`src/rtl/opram_seq_if.sv`:
```
// Operand stream bundle: load stream in, readout stream out.
// The slave modport is the sequencer's view; master is the producer/consumer side.
interface opram_seq_if #(
  parameter int unsigned DW = 8
);
  logic          wr_valid;
  logic          wr_ready;
  logic [DW-1:0] wr_data;
  logic          wr_last;
  logic          rd_valid;
  logic          rd_ready;
  logic [DW-1:0] rd_data;
  logic          rd_last;

  modport master (
    output wr_valid, wr_data, wr_last, rd_ready,
    input  wr_ready, rd_valid, rd_data, rd_last
  );

  modport slave (
    input  wr_valid, wr_data, wr_last, rd_ready,
    output wr_ready, rd_valid, rd_data, rd_last
  );
endinterface

```
`src/rtl/opram_seq.sv`:
```
// Client-side sequencer for the single-port operand RAM: loads a byte stream
// from address 0 and replays it in order through a 2-entry skid FIFO.
module opram_seq #(
  parameter int unsigned DW    = 8,
  parameter int unsigned AW    = 3,
  parameter int unsigned DEPTH = 8
) (
  input  logic          clk,
  input  logic          reset_n,
  opram_seq_if.slave    bus,
  input  logic          rd_start,
  output logic          busy,
  output logic [AW:0]   fill,
  output logic          ovf,
  output logic          ram_ce,
  output logic          ram_oce,
  output logic          ram_wre,
  output logic [AW-1:0] ram_ad,
  output logic [DW-1:0] ram_din,
  input  logic [DW-1:0] ram_dout
);

  localparam int unsigned FW = AW + 1;

  typedef enum logic [1:0] {IDLE, LOAD, READ} state_t;

  state_t        state_q, state_d;
  logic [FW-1:0] fill_d, rp_q, rp_d;
  logic          wr_beat, pop, issue, ovf_d, last_issue;
  logic          inflight_q, inflight_last_q;
  logic [1:0]    occ;
  logic          v0_q, v1_q, l0_q, l1_q;
  logic [DW-1:0] d0_q, d1_q;

  assign ram_oce = 1'b1;

  assign wr_beat    = bus.wr_valid & bus.wr_ready;
  assign pop        = v0_q & bus.rd_ready;
  assign last_issue = (rp_q == fill - FW'(1));
  // Slots committed after this edge; an issue needs one free slot of the two.
  assign occ        = 2'(v0_q) + 2'(v1_q) + 2'(inflight_q) - 2'(pop);

  // Next state and combinational RAM port drive.
  always_comb begin
    state_d = state_q;
    fill_d  = fill;
    rp_d    = rp_q;
    ovf_d   = 1'b0;
    issue   = 1'b0;
    ram_ce  = 1'b0;
    ram_wre = 1'b0;
    ram_ad  = '0;
    ram_din = '0;
    case (state_q)
      IDLE: begin
        if (wr_beat) begin
          ram_ce  = 1'b1;
          ram_wre = 1'b1;
          ram_din = bus.wr_data;
          fill_d  = FW'(1);
          state_d = bus.wr_last ? IDLE : LOAD;
        end else if (rd_start && (fill != '0)) begin
          rp_d    = '0;
          state_d = READ;
        end
      end
      LOAD: begin
        if (wr_beat) begin
          ram_ce  = 1'b1;
          ram_wre = 1'b1;
          ram_ad  = fill[AW-1:0];
          ram_din = bus.wr_data;
          fill_d  = fill + FW'(1);
          if (bus.wr_last || (fill_d == FW'(DEPTH))) state_d = IDLE;
          ovf_d   = (fill_d == FW'(DEPTH)) && !bus.wr_last;
        end
      end
      READ: begin
        if ((rp_q < fill) && (occ < 2'd2)) begin
          issue  = 1'b1;
          ram_ce = 1'b1;
          ram_ad = rp_q[AW-1:0];
          rp_d   = rp_q + FW'(1);
        end
        if (pop && bus.rd_last) state_d = IDLE;
      end
      default: state_d = IDLE;
    endcase
  end

  // State, counters and registered status outputs.
  always_ff @(posedge clk or negedge reset_n) begin
    if (!reset_n) begin
      state_q         <= IDLE;
      fill            <= '0;
      rp_q            <= '0;
      inflight_q      <= 1'b0;
      inflight_last_q <= 1'b0;
      ovf             <= 1'b0;
      busy            <= 1'b0;
      bus.wr_ready    <= 1'b1;
    end else begin
      state_q         <= state_d;
      fill            <= fill_d;
      rp_q            <= rp_d;
      inflight_q      <= issue;
      if (issue) inflight_last_q <= last_issue;
      ovf             <= ovf_d;
      busy            <= (state_d == READ);
      bus.wr_ready    <= (state_d != READ);
    end
  end

  // Skid FIFO, head in slot 0; RAM data lands one cycle after its issue.
  always_ff @(posedge clk or negedge reset_n) begin
    if (!reset_n) begin
      v0_q <= 1'b0;
      v1_q <= 1'b0;
      l0_q <= 1'b0;
      l1_q <= 1'b0;
      d0_q <= '0;
      d1_q <= '0;
    end else if (inflight_q && pop) begin
      if (v1_q) begin
        d0_q <= d1_q;
        l0_q <= l1_q;
        d1_q <= ram_dout;
        l1_q <= inflight_last_q;
      end else begin
        d0_q <= ram_dout;
        l0_q <= inflight_last_q;
      end
    end else if (pop) begin
      d0_q <= d1_q;
      l0_q <= l1_q;
      v0_q <= v1_q;
      v1_q <= 1'b0;
    end else if (inflight_q) begin
      if (!v0_q) begin
        d0_q <= ram_dout;
        l0_q <= inflight_last_q;
        v0_q <= 1'b1;
      end else begin
        d1_q <= ram_dout;
        l1_q <= inflight_last_q;
        v1_q <= 1'b1;
      end
    end
  end

  assign bus.rd_valid = v0_q;
  assign bus.rd_data  = d0_q;
  assign bus.rd_last  = v0_q & l0_q;

endmodule

```
`src/flat_wrapper.sv`:
```
// flat-port wrapper written by rule: the top's interface ports become plain ports
module opram_seq_flat 
#(
  parameter int unsigned DW    = 8,
  parameter int unsigned AW    = 3,
  parameter int unsigned DEPTH = 8
)
  (clk, reset_n, rd_start, busy, fill, ovf, ram_ce, ram_oce, ram_wre, ram_ad, ram_din, ram_dout, bus_wr_valid, bus_wr_data, bus_wr_last, bus_rd_ready, bus_wr_ready, bus_rd_valid, bus_rd_data, bus_rd_last);
  opram_seq_if #(.DW(DW)) bus_i ();
  input  logic clk;
  input  logic reset_n;
  input  logic rd_start;
  output logic busy;
  output logic [AW:0] fill;
  output logic ovf;
  output logic ram_ce;
  output logic ram_oce;
  output logic ram_wre;
  output logic [AW-1:0] ram_ad;
  output logic [DW-1:0] ram_din;
  input  logic [DW-1:0] ram_dout;
  input wire logic [$bits(bus_i.wr_valid)-1:0] bus_wr_valid;
  input wire logic [$bits(bus_i.wr_data)-1:0] bus_wr_data;
  input wire logic [$bits(bus_i.wr_last)-1:0] bus_wr_last;
  input wire logic [$bits(bus_i.rd_ready)-1:0] bus_rd_ready;
  output wire logic [$bits(bus_i.wr_ready)-1:0] bus_wr_ready;
  output wire logic [$bits(bus_i.rd_valid)-1:0] bus_rd_valid;
  output wire logic [$bits(bus_i.rd_data)-1:0] bus_rd_data;
  output wire logic [$bits(bus_i.rd_last)-1:0] bus_rd_last;
  assign bus_i.wr_valid = bus_wr_valid;
  assign bus_i.wr_data = bus_wr_data;
  assign bus_i.wr_last = bus_wr_last;
  assign bus_i.rd_ready = bus_rd_ready;
  assign bus_wr_ready = bus_i.wr_ready;
  assign bus_rd_valid = bus_i.rd_valid;
  assign bus_rd_data = bus_i.rd_data;
  assign bus_rd_last = bus_i.rd_last;
  opram_seq #(.DW(DW), .AW(AW), .DEPTH(DEPTH)) u_core (.clk(clk), .reset_n(reset_n), .bus(bus_i), .rd_start(rd_start), .busy(busy), .fill(fill), .ovf(ovf), .ram_ce(ram_ce), .ram_oce(ram_oce), .ram_wre(ram_wre), .ram_ad(ram_ad), .ram_din(ram_din), .ram_dout(ram_dout));
endmodule
```
`config.mk`:
```
export PLATFORM = sky130hd
export DESIGN_NAME = opram_seq_flat
export DESIGN_NICKNAME = d
export VERILOG_FILES = /design/src/rtl/opram_seq_if.sv /design/src/rtl/opram_seq.sv /design/src/flat_wrapper.sv
export SDC_FILE = /design/constraint.sdc
export NUM_CORES = 1
export LEC_CHECK = 0
export ABC_AREA = 1
export CORE_MARGIN = 2
export CORE_UTILIZATION = 65
export DETAILED_ROUTE_END_ITERATION = 10
export DONT_BUFFER_PORTS = 1
export PLACE_DENSITY = 0.81
export SLEW_MARGIN = 20
export SYNTH_ARGS = -nofsm -noshare
export SYNTH_HDL_FRONTEND = slang
export SYNTH_SLANG_ARGS = --single-unit
```
`constraint.sdc`:
```
create_clock -name clk -period 5.5 [get_ports clk]
set_input_delay 0 -clock clk [delete_from_list [all_inputs] [get_ports clk]]
set_output_delay 0 -clock clk [all_outputs]
set_load 0.05 [all_outputs]
```
==> metrics.cfg, run 1 <==
[hold_path]
hold_path.class=in2async

[detailed_routing]
vias=1783
drt-wirelength-per-cell_um=13.5
met3WireLength_um=237
ant_nets=0
drt_pass1_iterations=5
drc=0
wl_um=4470
routed_via_density=5.37
top_layer=met4
routed-wl-met2_um=2160
met1_length_um=2050
drtIter0Drc=128

[logic_synthesis]
synth_cell_types=36
synth_area_um2=2240
async_flop_share=1.00
ys_seq_area_frac=0.392
syn_nets=309
synth_warnings=0
syn_area_per_cell_um2=8.26
synthFlopType=dfrtp_1
synth_cells=271
synth_seq_cells=35
synth_edf_count=0

[clocking]
cts_sinks=35
post_cts_resized=0
numCtsBuffers=5
clk_pin_slew_ns=0.12
clk_latency_ns=0.35
htree_levels=2
clockBufferDepth=2
tritoncts=done
cts-root-buf=clkbuf_4

[global_route]
antenna_found_initial=0
grt_pass1_wl_um=7820
grt_pass1_vias=1713
gr-total-overflow=0
grt_max_degree=36
grtUsageTotal=0.250

[power_and_ir_drop]
p_leak_uw=0.00124
max-vdd-ir-drop_uv=404
power_density_nw_per_um2=605
power_uw=1490

[layout]
layout-drive-gt1-share=0.161
diodes=0
final_common_cell=nand2_1
syn_to_final_growth_pct=10.3
final_cell_mix=61 x nand2_1, 39 x inv_1, 34 x dfrtp_1
nets=323

[flow_run]
maxCapViolCount=0

[timing]
period_share=0.591
final_max_slew_viol_count=0
fmax_mhz=308
clock_skew_ns=0.0128
maxSlewHeadroom=0.315
hold_viol=0
finalSetupViolCount=0
period_needed_ns=3.25
tightest_slew_ns=1.03
holdWs_ns=0.126
tns_ns=0
worst_slack_ns=2.25
rsz0062_at_grt=no

[floorplan]
initial_utilization=0.676
fp.dieW_um=62.7
row_count=21
die_h_um=62.7
die-area_um2=3930
core_area_um2=3310
io_pins=53

[critical_path]
crit_chain=nand2_4, ha_1, ha_1, nand2_1, nand3_1, nand2_1, nor2_2, nand2_4, clkinv_2, nand2_1, a21boi_1
arrival_ns=3.25
critPathCaptureType=output pin
crit_slowest_cell=dfrtp_1
startpoint_type=flip-flop
cp.required_ns=5.50
critPathBufInv=1
crit_type=reg2out
path_delay_family=flip-flops
cp_max_fo=6
slowest_delay_ns=0.80
path_common_cell=nand2_1

[placed_design]
numPortBuffers=0
detailedPlace.worstSlack_ns=2.64
gp_congestion=0.790
place_hpwl_um=3160

[status]
status=finished, final reports clean

## metrics by stage
stage / cells / util / area [µm²]
2_1_floorplan: 271 / - / 2240
3_3_place_gp: 310 / 0.676 / 2240
3_5_place_dp: 310 / 0.676 / 2240
4_1_cts: 332 / 0.746 / 2470
5_1_grt: 332 / 0.746 / 2470
6_report: 332 / 0.746 / 2470
## cell usage after synthesis, drive strengths merged (2+ instances only)
library cell | count | area, µm²
o211ai | 9 | 97.6
a21oi | 7 | 35.0
nand2 | 68 | 293
xnor2 | 4 | 35.0
ha | 16 | 200
clkinv | 2 | 8.75
nor2 | 22 | 92.6
nand3 | 15 | 80.1
nand3b | 3 | 22.5
a21boi | 2 | 15.0
inv | 43 | 161
nor3 | 2 | 10.0
dfrtp | 34 | 851
o21ai | 28 | 196
buf | 6 | 53.8
o32ai | 2 | 17.5
## registers in the layout, indices dropped and copies added (netlist names)
signal / cells
u_core.bus.rd_data: 8
u_core.d1_q: 8
u_core.fill: 4
u_core.rp_q: 4
u_core.state_q: 2
u_core.bus.rd_valid: 1
u_core.bus.wr_ready: 1
u_core.busy: 1
u_core.inflight_last_q: 1
u_core.inflight_q: 1
u_core.l0_q: 1
u_core.l1_q: 1
u_core.ovf: 1
u_core.v1_q: 1
## worst register-to-register path: cells and delay by family, from the launching register on
kind	cells	cell delay, ns
flops	1	0.80
fa+ha+maj	2	0.63
simple gates	10	0.87
## area by class of cell
class / count / area, µm²
inverter: 45 / 170
multi-input combinational: 184 / 1130
tap: 46 / 57.6
timing repair buffer: 14 / 150
clock buffer: 5 / 37.5
fill: 234 / 841
sequential: 35 / 877
clock inverter: 3 / 43.8
## logic make-up after synthesis
family          Yosys count  synth area share
xor+xnor                  5            0.0196
buf+inv                  52             0.102
other cells               1           0.00168
fa+ha+maj                16            0.0894
compound gates           50             0.168
flops                    35             0.392
simple gates            112             0.228
## power breakdown
part	switching, µW	leakage [µW]	internal, µW
registers	260	0.000442	358
clock network	94.7	0.0000452	95.6
logic	473	0.000756	214
## metal layers
metal  track usage  up-vias
met5             0        -
met4        0.0639        0
met1         0.334      828
met2         0.410       57
li1              -      896
met3        0.0613        2
## timing repair
| item | 4_1_cts | 5_1_grt |
|---|---|---|
| hold buffers | 14 | 0 |
| hold endpoints to repair | 62 | 0 |
| buffers inserted | 0 | 0 |
## final timing paths
| path | startpoint | endpoint | slack (ns) | depth (start not counted) |
|---|---|---|---|---|
| max reg2reg | u_core.bus.rd_valid$_DFFE_PN0P_ | u_core.rp_q[3]$_DFFE_PN0P_ | 3.09 | 12 |
| min in group clk | bus_wr_valid | u_core.fill[1]$_DFFE_PN0P_ | 0.13 | 4 |
| min | reset_n | u_core.fill[3]$_DFFE_PN0P_ | 0.13 | 2 |
| max in group asynchronous | reset_n | u_core.bus.wr_ready$_DFF_PN1_ | 5.13 | 2 |
| max | u_core.bus.rd_valid$_DFFE_PN0P_ | ram_ad[2] | 2.25 | 11 |
| min reg2reg | u_core.d1_q[5]$_DFFE_PN0P_ | u_core.d1_q[5]$_DFFE_PN0P_ | 0.49 | 2 |
(Power assumes the default switching activity.)
==> inputs of run 2 (changes only) <==
- CORE_UTILIZATION: 65 -> 57
- PLACE_DENSITY: 0.81 -> 0.75
- clock period: 5.5 -> 2.65 ns (I/O delays scaled with it)
==> run 2 against run 1 <==
Against the previous run:
- register-to-register slack lost 2.6 ns
- non-clock buffer count up 17
- first-iteration DRC count is 7.0% lower
- worst hold slack lost 0.092 ns
- flip-flop and latch count unchanged
- combinational power grew 140%
- setup slack got worse by 1.9 ns
- cell area grew 6.6%
- clock skew down 0.0042 ns
- global-route usage down 2.1 points
- sequential power up 91%
- clock power increased by 98%
- critical path type unchanged
- highest routed layer unchanged
==> metrics.cfg, run 2 (synthesized netlist as in run 1, its figures left out) <==
[critical_path]
cp.required_ns=2.65
worstRegToRegCells=6
critPathCaptureType=output pin
startpoint=u_core.inflight_q$_DFF_PN0_
slowest_delay_ns=0.40
crit_slowest_cell=dfrtp_1
timing.rr.start=u_core.fill[0]$_DFFE_PN0P_
crit_chain=inv_1, ha_1, ha_1, nand2_1, nand3_1, nand2_1, nor2_2, nand2_4, clkinv_2, nand2_1, a21boi_2, buf_12
startpoint_type=flip-flop
arrival_ns=2.27
path_common_cell=nand2_1
rrSetupSlack_ns=0.54
crit_type=reg2out
r2r-end=u_core.ovf$_DFF_PN0_
cp_max_fo=5

[clocking]
numCtsBuffers=5
clockBufferDepth=2
clk_pin_slew_ns=0.08
cts_setup_buffers=0
tritoncts=done
cts-root-buf=clkbuf_8
clk_latency_ns=0.28
cts_sinks=35
htree_levels=2

[status]
status=finished, final reports clean

[layout]
final_cell_mix=61 x nand2_1, 39 x inv_1, 34 x dfrtp_1
postLayoutCoreUtil=0.709
diodes=0
fin_cells=351
final_common_cell=nand2_1
nets=340
syn_to_final_growth_pct=17.7
layout-drive-gt1-share=0.215
seq_area_um2=877
multi_input_area_um2=1140
fill_cells=290

[timing]
fmax_mhz=440
maxSlewHeadroom=0.575
period_share=0.858
clock_skew_ns=0.00860
worst_slack_ns=0.376
hold_viol=0
tns_ns=0
final_max_slew_viol_count=0
rsz0062_at_grt=no
period_needed_ns=2.27
finalSetupViolCount=0
holdWs_ns=0.0345
tightest_slew_ns=0.637

[detailed_routing]
drt_pass1_iterations=4
vias=1839
drt-wirelength-per-cell_um=13.4
ant_nets=0
drtIter0Drc=119
wl_um=4700
routed_via_density=5.24
drc=0

[power_and_ir_drop]
p_int_uw=1480
swShare=0.539
switching_power_uw=1730
max-vdd-ir-drop_uv=759
pwr-share-clk=0.118
p_seq_frac=0.367
combPwrFrac=0.515
p_leak_uw=0.00134
power_density_nw_per_um2=1220

[placed_design]
detailedPlace.worstSlack_ns=0.683
place_hpwl_um=3220
numPortBuffers=0
gp_congestion=0.889
placed_cells=330

[flow_run]
maxCapViolCount=0

[global_route]
grt_pass1_vias=1738
grtUsageTotal=0.229
antenna_found_initial=0
grt_pass1_wl_um=7730
met2_usage=0.366
use_met1=0.305
grt_max_degree=36
grt_use_met3=0.0490
gr-total-overflow=0
busiest_layer=met2

[floorplan]
fp.dieW_um=66.7
initial_utilization=0.602
die_h_um=66.7
row_count=22
core_area_um2=3720
io_pins=53
die-area_um2=4440

[hold_path]
hold_path.class=in2reg
hold_start=rd_start
whs_endpoint=u_core.state_q[1]$_DFF_PN0_
whs_path_depth=4

run 2: cell count changes in the layout (fill, tap and decap cells not counted):
cell           previous run  this run
clkbuf_4                  5         0
bufinv_16                 1         0
a21boi_2                  0         2
clkinvlp_4                0         1
buf_4                     0        16
dlygate4sd3_1            13        12
a21boi_1                  2         0
clkinv_4                  1         0
clkbuf_1                  0         1
clkbuf_8                  0         5
buf_12                    1         3
run 2: through the flow:
stage                     instance area, µm²  total power, µW
final                                   2630             3200
after global routing                    2630             3440
after CTS                               2630             3210
after global placement                  2410             2760
after floorplan                         2250             2480
after detailed placement                2410             2790
run 2: layout make-up:
type,count,share of cell area
sequential,35,0.333
clock buffer,6,0.0276
multi-input combinational,184,0.433
inverter,45,0.0646
clock inverter,2,0.00475
tap,48,0.0228
timing repair buffer,31,0.114
run 2: power groups by stage:
stage                     clock network (µW)  registers (µW)  logic [µW]
after floorplan                            0            1240        1240
after global placement                     0            1180        1580
after detailed placement                   0            1190        1600
after CTS                                380            1180        1650
after global routing                     406            1200        1830
final                                    377            1180        1650
run 2: per-layer routing:
| metal | vias to the layer above | share of wire |
|---|---|---|
| li1 | 930 | - |
| met5 | - | 0 |
| met2 | 69 | 0.46 |
| met3 | 14 | 0.048 |
| met1 | 826 | 0.46 |
| met4 | 0 | 0.027 |
run 2: repair_timing:
item	CTS	global route
endpoints found under the setup margin	0	0
hold buffers	13	0
endpoints found under the hold margin	53	0
gates resized for setup	0	0
run 2: worst max-delay path: cells and delay by family, from the launching register on:
kind	cells	cell delay, ns
adders and majority gates	2	0.55
DFF	1	0.40
buffers and inverters	3	0.38
and+or+nand+nor	6	0.49
AOI/OAI and AO/OA	1	0.19
run 2: worst max-delay path by stage:
stage / end / slack (ns) / cells after the start
after floorplan: ram_ce / 0.0004 / 9
after global placement: ram_ad[2] / 0.74 / 12
after detailed placement: ram_ad[2] / 0.68 / 12
after CTS: ram_ad[2] / 0.36 / 12
after global routing: ram_ad[1] / 0.18 / 12
final: ram_ad[2] / 0.38 / 12
